==> config.mk <==
export PLATFORM = sky130hd
export DESIGN_NAME = floor_request_queue
export DESIGN_NICKNAME = d
export VERILOG_FILES = /design/src/rtl/lift_pkg.sv /design/src/rtl/button_debounce.sv /design/src/rtl/floor_request_queue.sv
export SDC_FILE = /design/constraint.sdc
export NUM_CORES = 1
export LEC_CHECK = 0
export BUFFER_PORTS_ARGS = -buffer_cell sky130_fd_sc_hd__buf_2
export CAP_MARGIN = 20
export CORE_ASPECT_RATIO = 1.75
export CORE_MARGIN = 2
export CORE_UTILIZATION = 55
export DETAILED_ROUTE_END_ITERATION = 8
export PLACE_DENSITY_LB_ADDON = 0.2
export SLEW_MARGIN = 20
export SYNTH_ARGS = -nofsm -noshare
export SYNTH_HDL_FRONTEND = slang
export SYNTH_HIERARCHICAL = 1
export SYNTH_SLANG_ARGS = --single-unit
==> constraint.sdc <==
create_clock -name clk -period 3.3 [get_ports clk]
set_input_delay 0.495 -clock clk [delete_from_list [all_inputs] [get_ports clk]]
set_output_delay 0.495 -clock clk [all_outputs]
set_load 0.005 [all_outputs]
==> src/rtl/lift_pkg.sv <==
// ---------------------------------------------------------------------------
// lift_pkg
// Shared definitions for the 8-floor lift controller and its request queue.
//   FLOORS   : number of floors served
//   FLOOR_W  : width of a floor index (reused by the controller)
//   state_e  : request-queue FSM states
//   rr_pick  : round-robin scan helper used by the queue's grant logic
// ---------------------------------------------------------------------------
package lift_pkg;

    localparam int FLOORS  = 8;
    localparam int FLOOR_W = 3;

    typedef logic [FLOOR_W-1:0] floor_t;
    typedef logic [FLOORS-1:0]  floor_mask_t;

    typedef enum logic {
        IDLE  = 1'b0,
        OFFER = 1'b1
    } state_e;

    // First set bit of req scanning upward from (ptr+1), wrapping. The loop
    // runs from the lowest priority position down to the highest, so the
    // last hit assigned is the winner. The index wraps naturally at FLOOR_W
    // bits, and the offset FLOORS folds to ptr itself (lowest priority).
    function automatic floor_t rr_pick(input floor_mask_t req, input floor_t ptr);
        floor_t pick;
        floor_t idx;
        pick = '0;
        for (int i = FLOORS; i >= 1; i--) begin
            idx = ptr + floor_t'(i);
            if (req[idx]) pick = idx;
        end
        return pick;
    endfunction

endpackage

==> src/rtl/button_debounce.sv <==
// ---------------------------------------------------------------------------
// button_debounce
// Conditions one raw call button: 2-flop synchronizer, saturating stable-high
// counter, and a registered one-cycle press pulse emitted once per hold.
//   clk      : system clock
//   reset    : asynchronous active-low reset
//   button_i : raw asynchronous button level, active high
//   press_o  : one-cycle pulse when the button has been high for
//              DEBOUNCE_CYCLES consecutive synchronized samples
// DEBOUNCE_CYCLES is valid in 1..255.
// ---------------------------------------------------------------------------
module button_debounce #(
    parameter int unsigned DEBOUNCE_CYCLES = 4
) (
    input  logic clk,
    input  logic reset,
    input  logic button_i,
    output logic press_o
);

    localparam logic [7:0] CNT_MAX  = 8'(DEBOUNCE_CYCLES);
    localparam logic [7:0] CNT_LAST = 8'(DEBOUNCE_CYCLES - 1);

    logic       sync1_q;
    logic       sync2_q;
    logic [7:0] cnt_q;
    logic       press_q;

    // NOTE: sequential state uses non-blocking assignments so every flop
    // samples pre-edge values regardless of statement order.
    always_ff @(posedge clk or negedge reset) begin
        if (!reset) begin
            sync1_q <= 1'b0;
            sync2_q <= 1'b0;
            cnt_q   <= '0;
            press_q <= 1'b0;
        end else begin
            sync1_q <= button_i;
            sync2_q <= sync1_q;

            // The counter parks at CNT_MAX while held, so the pulse can only
            // fire again after a low sample has cleared it.
            if (!sync2_q) begin
                cnt_q <= '0;
            end else if (cnt_q != CNT_MAX) begin
                cnt_q <= cnt_q + 8'd1;
            end

            // Pulse on the same edge the counter reaches CNT_MAX.
            press_q <= sync2_q && (cnt_q == CNT_LAST);
        end
    end

    assign press_o = press_q;

endmodule

==> src/rtl/floor_request_queue.sv <==
// ---------------------------------------------------------------------------
// floor_request_queue
// Upstream stage of the lift controller. Debounces the call buttons, keeps
// the pending (requested, not yet offered) and issued (offered, not yet
// served) sets, and offers pending floors round-robin over valid/ready.
//   clk            : system clock
//   reset          : asynchronous active-low reset
//   buttons        : raw call buttons, bit n = floor n
//   emergency_stop : blocks new offers (never retracts an active one)
//   req_ready      : controller accepts the offered request this cycle
//   served_valid   : one-cycle pulse, controller served served_floor
//   served_floor   : floor just served
//   req_valid      : req_floor holds an offered request
//   req_floor      : offered floor
//   pending        : floors requested but not yet offered
//   lamps          : pending | issued, every floor not yet served
// All outputs come straight from flops.
// ---------------------------------------------------------------------------
module floor_request_queue
    import lift_pkg::*;
#(
    parameter int unsigned DEBOUNCE_CYCLES = 4
) (
    input  logic               clk,
    input  logic               reset,
    input  logic [FLOORS-1:0]  buttons,
    input  logic               emergency_stop,
    input  logic               req_ready,
    input  logic               served_valid,
    input  logic [FLOOR_W-1:0] served_floor,
    output logic               req_valid,
    output logic [FLOOR_W-1:0] req_floor,
    output logic [FLOORS-1:0]  pending,
    output logic [FLOORS-1:0]  lamps
);

    floor_mask_t press;

    for (genvar g = 0; g < FLOORS; g++) begin : g_db
        button_debounce #(
            .DEBOUNCE_CYCLES(DEBOUNCE_CYCLES)
        ) u_db (
            .clk      (clk),
            .reset    (reset),
            .button_i (buttons[g]),
            .press_o  (press[g])
        );
    end

    state_e      state_q;
    floor_t      ptr_q;
    logic        req_valid_q;
    floor_t      req_floor_q;
    floor_mask_t pending_q, pending_d;
    floor_mask_t issued_q,  issued_d;
    floor_mask_t lamps_q;
    logic        handshake;

    assign handshake = req_valid_q && req_ready;

    // Update order matters: press first, then handshake, then serve, so a
    // serve always wins over a same-cycle press or handshake on its floor.
    // NOTE: every variable written here gets a default first, so no path
    // leaves it unassigned and no latch is inferred.
    always_comb begin
        pending_d = pending_q | (press & ~issued_q);
        issued_d  = issued_q;
        if (handshake) begin
            pending_d[req_floor_q] = 1'b0;
            issued_d[req_floor_q]  = 1'b1;
        end
        if (served_valid) begin
            pending_d[served_floor] = 1'b0;
            issued_d[served_floor]  = 1'b0;
        end
    end

    always_ff @(posedge clk or negedge reset) begin
        if (!reset) begin
            pending_q <= '0;
            issued_q  <= '0;
            lamps_q   <= '0;
        end else begin
            pending_q <= pending_d;
            issued_q  <= issued_d;
            lamps_q   <= pending_d | issued_d;
        end
    end

    // Offer FSM. The grant is computed from registered pending, so a request
    // set at edge e is offered at edge e+1. ptr starts at the top floor so
    // the first scan after reset begins at floor 0.
    always_ff @(posedge clk or negedge reset) begin
        if (!reset) begin
            state_q     <= IDLE;
            ptr_q       <= floor_t'(FLOORS - 1);
            req_valid_q <= 1'b0;
            req_floor_q <= '0;
        end else begin
            case (state_q)
                IDLE: begin
                    if ((|pending_q) && !emergency_stop) begin
                        req_floor_q <= rr_pick(pending_q, ptr_q);
                        req_valid_q <= 1'b1;
                        state_q     <= OFFER;
                    end
                end
                OFFER: begin
                    // Held until accepted; emergency_stop is not consulted.
                    if (req_ready) begin
                        req_valid_q <= 1'b0;
                        ptr_q       <= req_floor_q;
                        state_q     <= IDLE;
                    end
                end
                default: begin
                    state_q     <= IDLE;
                    req_valid_q <= 1'b0;
                end
            endcase
        end
    end

    assign req_valid = req_valid_q;
    assign req_floor = req_floor_q;
    assign pending   = pending_q;
    assign lamps     = lamps_q;

endmodule
# [Word level (Yosys, flattened, before mapping)]
# Index checks and enable logic that the tools add are counted.
[totals] reg_bits=120 input_bits=16 wordCells=174
[classes] addsub=15 n_lt_le_gt_ge=12 n_eq_ne=26 muxes=54 n_bitwise=11 n_reduce_logical=17
[ops] cell="2-to-1 mux 8 bit" count=20
[ops] cell="adder 8 x 1 -> 8 bit, second input constant" count=8
[ops] cell="== test 8 x 2 -> 1 bit, second input constant" count=8
[ops] cell="!= test 8 x 3 -> 1 bit, second input constant" count=8
[ops] cell="< comparator 3 x 4 -> 1 bit, second input constant" count=10
[ops] cell="bitwise AND 8 bit" count=4
[ops] cell="binary-select mux 1 bit (select 3 bit)" count=8
[ops] cell="2-to-1 mux 3 bit" count=8
[ops] cell="NOT 8 bit" count=3
[ops] cell="bitwise OR 8 bit" count=3
[ops] cell="!= test 2 bit, second input constant" count=10
[ops] cell="2-to-1 mux 1 bit" count=14
[ops] cell="adder 3 bit, second input constant" count=4
[ops] cell="logical AND 1 bit" count=12
[ops] cell="OR reduction 8 bit" count=1
[ops] cell="adder 3 x 2 -> 3 bit, second input constant" count=2
[ops] cell="demux 1 bit (select 3 bit)" count=2
[ops] cell="greater-or-equal comparator 3 x 1 -> 1 bit, second input constant" count=2
[ops] cell="AND reduction 2 bit" count=3
[ops] cell="one-hot mux 1 bit (2 select lines)" count=2
[ops] cell="adder 3 x 1 -> 3 bit, second input constant" count=1
[ops] cell="logical NOT 1 bit" count=1
[ops] cell="NOT 1 bit" count=1

# [Depth between registers and ports, before layout]
[depth] word_depth=10 depth_mapped=11 ltp_nobuf=8

# [By module]
# Netlist, hierarchy kept.
[modules_own_cells] module="button_debounce" n_inst=8 cells_each=52 area_each_um2=519.2
[modules_own_cells] module="floor_request_queue" n_inst=1 cells_each=216 area_each_um2=2194.6

# [Worst setup path before layout]
# Ideal clock, no wire load.
[synth_timing] kind="reg-to-reg" from="register ptr_q[1]" to="register req_floor_q[1], in the netlist req_floor[1]" setup_ns=0.131 t_arrival_ns=2.968 setup_slack_ns=0.202 stages_incl_launch_ff=11 synth_period_minus_slack_ns=3.098 path_cell_list="dfstp_2 > buf_6 > clkbuf_1 > inv_1 > ha_1 > buf_6 > mux4_2 > mux2_2 > and2_1 > a2111oi_2 > nor3_1"
[synth_between] elab_chain_len=10 elab_cells_between_ends=31 classes_between="7 x add/sub; 24 x mux"
[synth_rtl] item="start, declared" line_no="floor_request_queue.sv:51" rtl="floor_t ptr_q;"
[synth_rtl] item="start signal, assigned" line_no="floor_request_queue.sv:96" rtl="ptr_q <= floor_t'(FLOORS - 1);"
[synth_rtl] item="start signal, assigned" line_no="floor_request_queue.sv:112" rtl="ptr_q <= req_floor_q;"
[synth_rtl] item="adder 3 bit / binary-select mux 1 bit (select 3 bit) (equally long branches)" line_no="lift_pkg.sv:31, lift_pkg.sv:32"
[synth_rtl] item="binary-select mux 1 bit (select 3 bit) / 2-to-1 mux 1 bit (equally long branches)" line_no="lift_pkg.sv:32" rtl="if (req[idx]) pick = idx;"
[synth_rtl] item="2-to-1 mux 1 bit (implied by the code) / 2-to-1 mux 3 bit (equally long branches)" line_no="lift_pkg.sv:32"
[synth_rtl] item="2-to-1 mux 3 bit (6 in series)" line_no="lift_pkg.sv:32"
[synth_rtl] item="2-to-1 mux 3 bit (*)" line_no="lift_pkg.sv:32"
[synth_rtl] item="end signal, assigned" line_no="floor_request_queue.sv:103" rtl="req_floor_q <= rr_pick(pending_q, ptr_q);"
[synth_rtl] item="end, declared" line_no="floor_request_queue.sv:53" rtl="floor_t req_floor_q;"
# Every way passes the cells marked *; elsewhere a longest branch is shown, timed or not. The select of a mux whose other input is x is not followed.
# A chain may end at the register's enable or synchronous reset.

# [Worst setup path in the final report]
# Ends and elaborated chain as after synthesis.

==> flow_metrics.env <==
export IMPL_syn_area_um2=6350
export IMPL_start_util=0.569
export IMPL_die_y_um=146
export IMPL_min_period_over_period=0.916
export IMPL_ys_seq_area_frac=0.474
export IMPL_wl_met3_um=452
export IMPL_p_leak_nw=3.22
export IMPL_cts_resized=0
export IMPL_first_global_vias=5055
export IMPL_powerDensity_nw_per_um2=822
export IMPL_fmax_mhz=331
export IMPL_clkTransAtPathRegs_ps=60
export IMPL_syn_nets=666
export IMPL_n_antenna_cell=0
export IMPL_synth_distinct_cells=54
export IMPL_clockBufferDepth=2
export IMPL_worstHoldPathType="in -> async"
export IMPL_finalSetupTns_ps=0
export IMPL_grt_overflow_total=0
export IMPL_yosysTopAreaCellShare=0.461
export IMPL_worstPathMaxFanout=12
export IMPL_crit_arrival_ps=3300
export IMPL_grt_max_degree=50
export IMPL_routed_via_density=6.14
export IMPL_dp_cells=789
export IMPL_n_fill_cell=893
export IMPL_avgSynthCellArea_um2=10.0
export IMPL_skew_ps=7.47
export IMPL_cts_tree="done"
export IMPL_route_detailed_drc=0
export IMPL_drt_met1_wl_um=5100
export IMPL_final_common_cell="dfrtp_1"
export IMPL_nets=710
export IMPL_wl_met2_um=7350
export IMPL_dp_hpwl_um=9620
export IMPL_startpoint_type="flip-flop"
export IMPL_cts_root_buf="clkbuf_16"
export IMPL_drt_pass1_iter_count=6
export IMPL_avgRoutedWirePerCell_um=16.1
export IMPL_yosysTopAreaCell="dfrtp_1"
export IMPL_fin_area_um2=7210
export IMPL_clkLatencyLatePin_ps=410
export IMPL_timing_rr_end="req_floor[1]$_DFFE_PN0P_"
export IMPL_cts_sinks=120
export IMPL_timing_slew_headroom=0.592
export IMPL_final_core_util=0.646
export IMPL_seq_area_um2=3010
export IMPL_wirelength_um=13200
export IMPL_hold_buffers=0
export IMPL_synth_ff_type="dfrtp_1"
export IMPL_first_iter_violations=227
export IMPL_hold_slack_ps=95.8
export IMPL_dr_total_vias=5041
export IMPL_min_period_ps=3020
export IMPL_hold_viol=0
export IMPL_finalSetupViolCount=0
export IMPL_place_area_um2=6640
export IMPL_die_x_um=85.2
export IMPL_area_growth_pct=13.6
export IMPL_multi_input_area_um2=3100
export IMPL_criticalPathCategory="reg -> reg"
export IMPL_gr_usage_all_layers=0.230
export IMPL_die_area_um2=12500
export IMPL_gp_congestion=0.900
export IMPL_finalNonFillerCells=821
export IMPL_drive_gt1_frac=0.171
export IMPL_routed_top_layer="met4"
export IMPL_max_cap_violations=0
export IMPL_cp_end_kind="flip-flop"
export IMPL_slew_violations=0
export IMPL_io_pins=36
export IMPL_cts_made_buffers=17
export IMPL_vdd_drop_max_mv=0.622
export IMPL_mostFrequentLayoutCells="117 x dfrtp_1, 59 x nand2_1, 47 x nor2_1"
export IMPL_cp_required_ps=3580
export IMPL_portBuffers=35
export IMPL_synth_area_leaders="dfrtp_1 46%, mux2i_1 3.9%, ha_1 3.5%, nand2_1 3.5%, o21ai_0 3.5%"
export IMPL_cts_setup_buffers=0
export IMPL_core_um2=11200
export IMPL_worst_pin_slew_ps=612
export IMPL_crit_slowest_cell="mux4_1"
export IMPL_ant_nets=0
export IMPL_status="finished, final reports clean"
export IMPL_synth_edf_count=0
export IMPL_antenna_found_initial=0
export IMPL_rsz0062_at_grt="no"
export IMPL_r2r_start="ptr_q[1]$_DFFE_PN1P_"
export IMPL_grt_pass1_wl_um=23200
export IMPL_ys_warn_count=6
export IMPL_h_tree_depth=4
export IMPL_rows=51
export IMPL_r2r_setup_slack_ps=280
export IMPL_async_flop_share=1.00
export IMPL_r2r_worst_path_cells=8
export IMPL_slowest_delay_ps=700
export IMPL_ys_seq_elements=120
export IMPL_crit_chain="inv_1 > ha_1 > mux4_1 > mux2i_1 > o21ai_1 > a211o_1 > a2111oi_2 > nor3_1"
export IMPL_syn_inst=632
==> area by class of cell <==
cell class | count | area share
multi-input cells | 458 | 0.430
flip-flops and latches | 120 | 0.417
clock buffers | 20 | 0.0619
repair buffers | 40 | 0.0298
well taps | 132 | 0.0229
inverters | 39 | 0.0203
clock inverters | 12 | 0.0177
==> registers in the layout, summed over array words and instances, names as in the netlist <==
signal             count
issued_q               8
g_db.u_db/press_o      8
pending                8
lamps                  8
g_db.u_db/sync2_q      8
req_floor              3
state_q                1
g_db.u_db/sync1_q      8
g_db.u_db/cnt_q       64
req_valid              1
ptr_q                  3
==> worst max path at each step <==
| stage | start | endpoint | slack [ps] | depth (start not counted) |
|---|---|---|---|---|
| floorplan | ptr_q[1]$_DFFE_PN1P_ | req_floor[1]$_DFFE_PN0P_ | 200 | 10 |
| global placement | ptr_q[1]$_DFFE_PN1P_ | req_floor[1]$_DFFE_PN0P_ | 380 | 8 |
| detailed placement | ptr_q[1]$_DFFE_PN1P_ | req_floor[1]$_DFFE_PN0P_ | 280 | 8 |
| CTS | ptr_q[1]$_DFFE_PN1P_ | req_floor[1]$_DFFE_PN0P_ | 280 | 8 |
| global route | ptr_q[1]$_DFFE_PN1P_ | req_floor[1]$_DFFE_PN0P_ | 160 | 8 |
| finish | ptr_q[1]$_DFFE_PN1P_ | req_floor[1]$_DFFE_PN0P_ | 280 | 8 |
==> synthesized netlist by cell type, drive strengths merged (11+ instances only) <==
library cell	count
a31oi	11
o21ai	47
nor2b	11
nor3	16
nor2	47
mux2i	27
nand4	17
inv	39
nand3	36
nand2	59
ha	18
or3	25
a21oi	32
dfrtp	117
==> metrics by stage <==
step	power [mW]	setup WS, ps
2_1_floorplan	3.59	202
3_3_place_gp	4.10	378
3_5_place_dp	4.16	280
4_1_cts	5.95	283
5_1_grt	6.29	156
6_report	5.93	278
==> worst max-delay path, delay by kind of cell (launching register included) <==
| kind | cells | cell delay, ps |
|---|---|---|
| simple gates | 1 | 90 |
| flops | 1 | 520 |
| mux | 2 | 880 |
| buf+inv | 1 | 110 |
| fa+ha+maj | 1 | 610 |
| compound gates | 3 | 690 |
==> per-layer routing <==
metal | up-vias | GRT usage
li1 | 2387 | -
met1 | 2488 | 0.260
met2 | 141 | 0.403
met3 | 25 | 0.0464
met4 | 0 | 0.120
met5 | - | 0
==> power breakdown <==
part	internal, mW	switching, mW
Sequential	1.73	0.335
Combinational	0.980	1.12
Clock	1.13	0.643
==> logic make-up (layout without fill, tap and decap cells) <==
logic type / Yosys count / count (layout) / share of synthesized area
AND/OR/NAND/NOR: 248 / 248 / 0.204
AO/OA/AOI/OAI: 134 / 134 / 0.132
XOR/XNOR: 11 / 11 / 0.0152
adder cells (fa/ha/maj): 18 / 18 / 0.0355
multiplexers: 47 / 47 / 0.102
buffers and inverters: 54 / 111 / 0.0374
flip-flops: 120 / 120 / 0.474
Note: power is estimated with default switching activity, not from simulation.
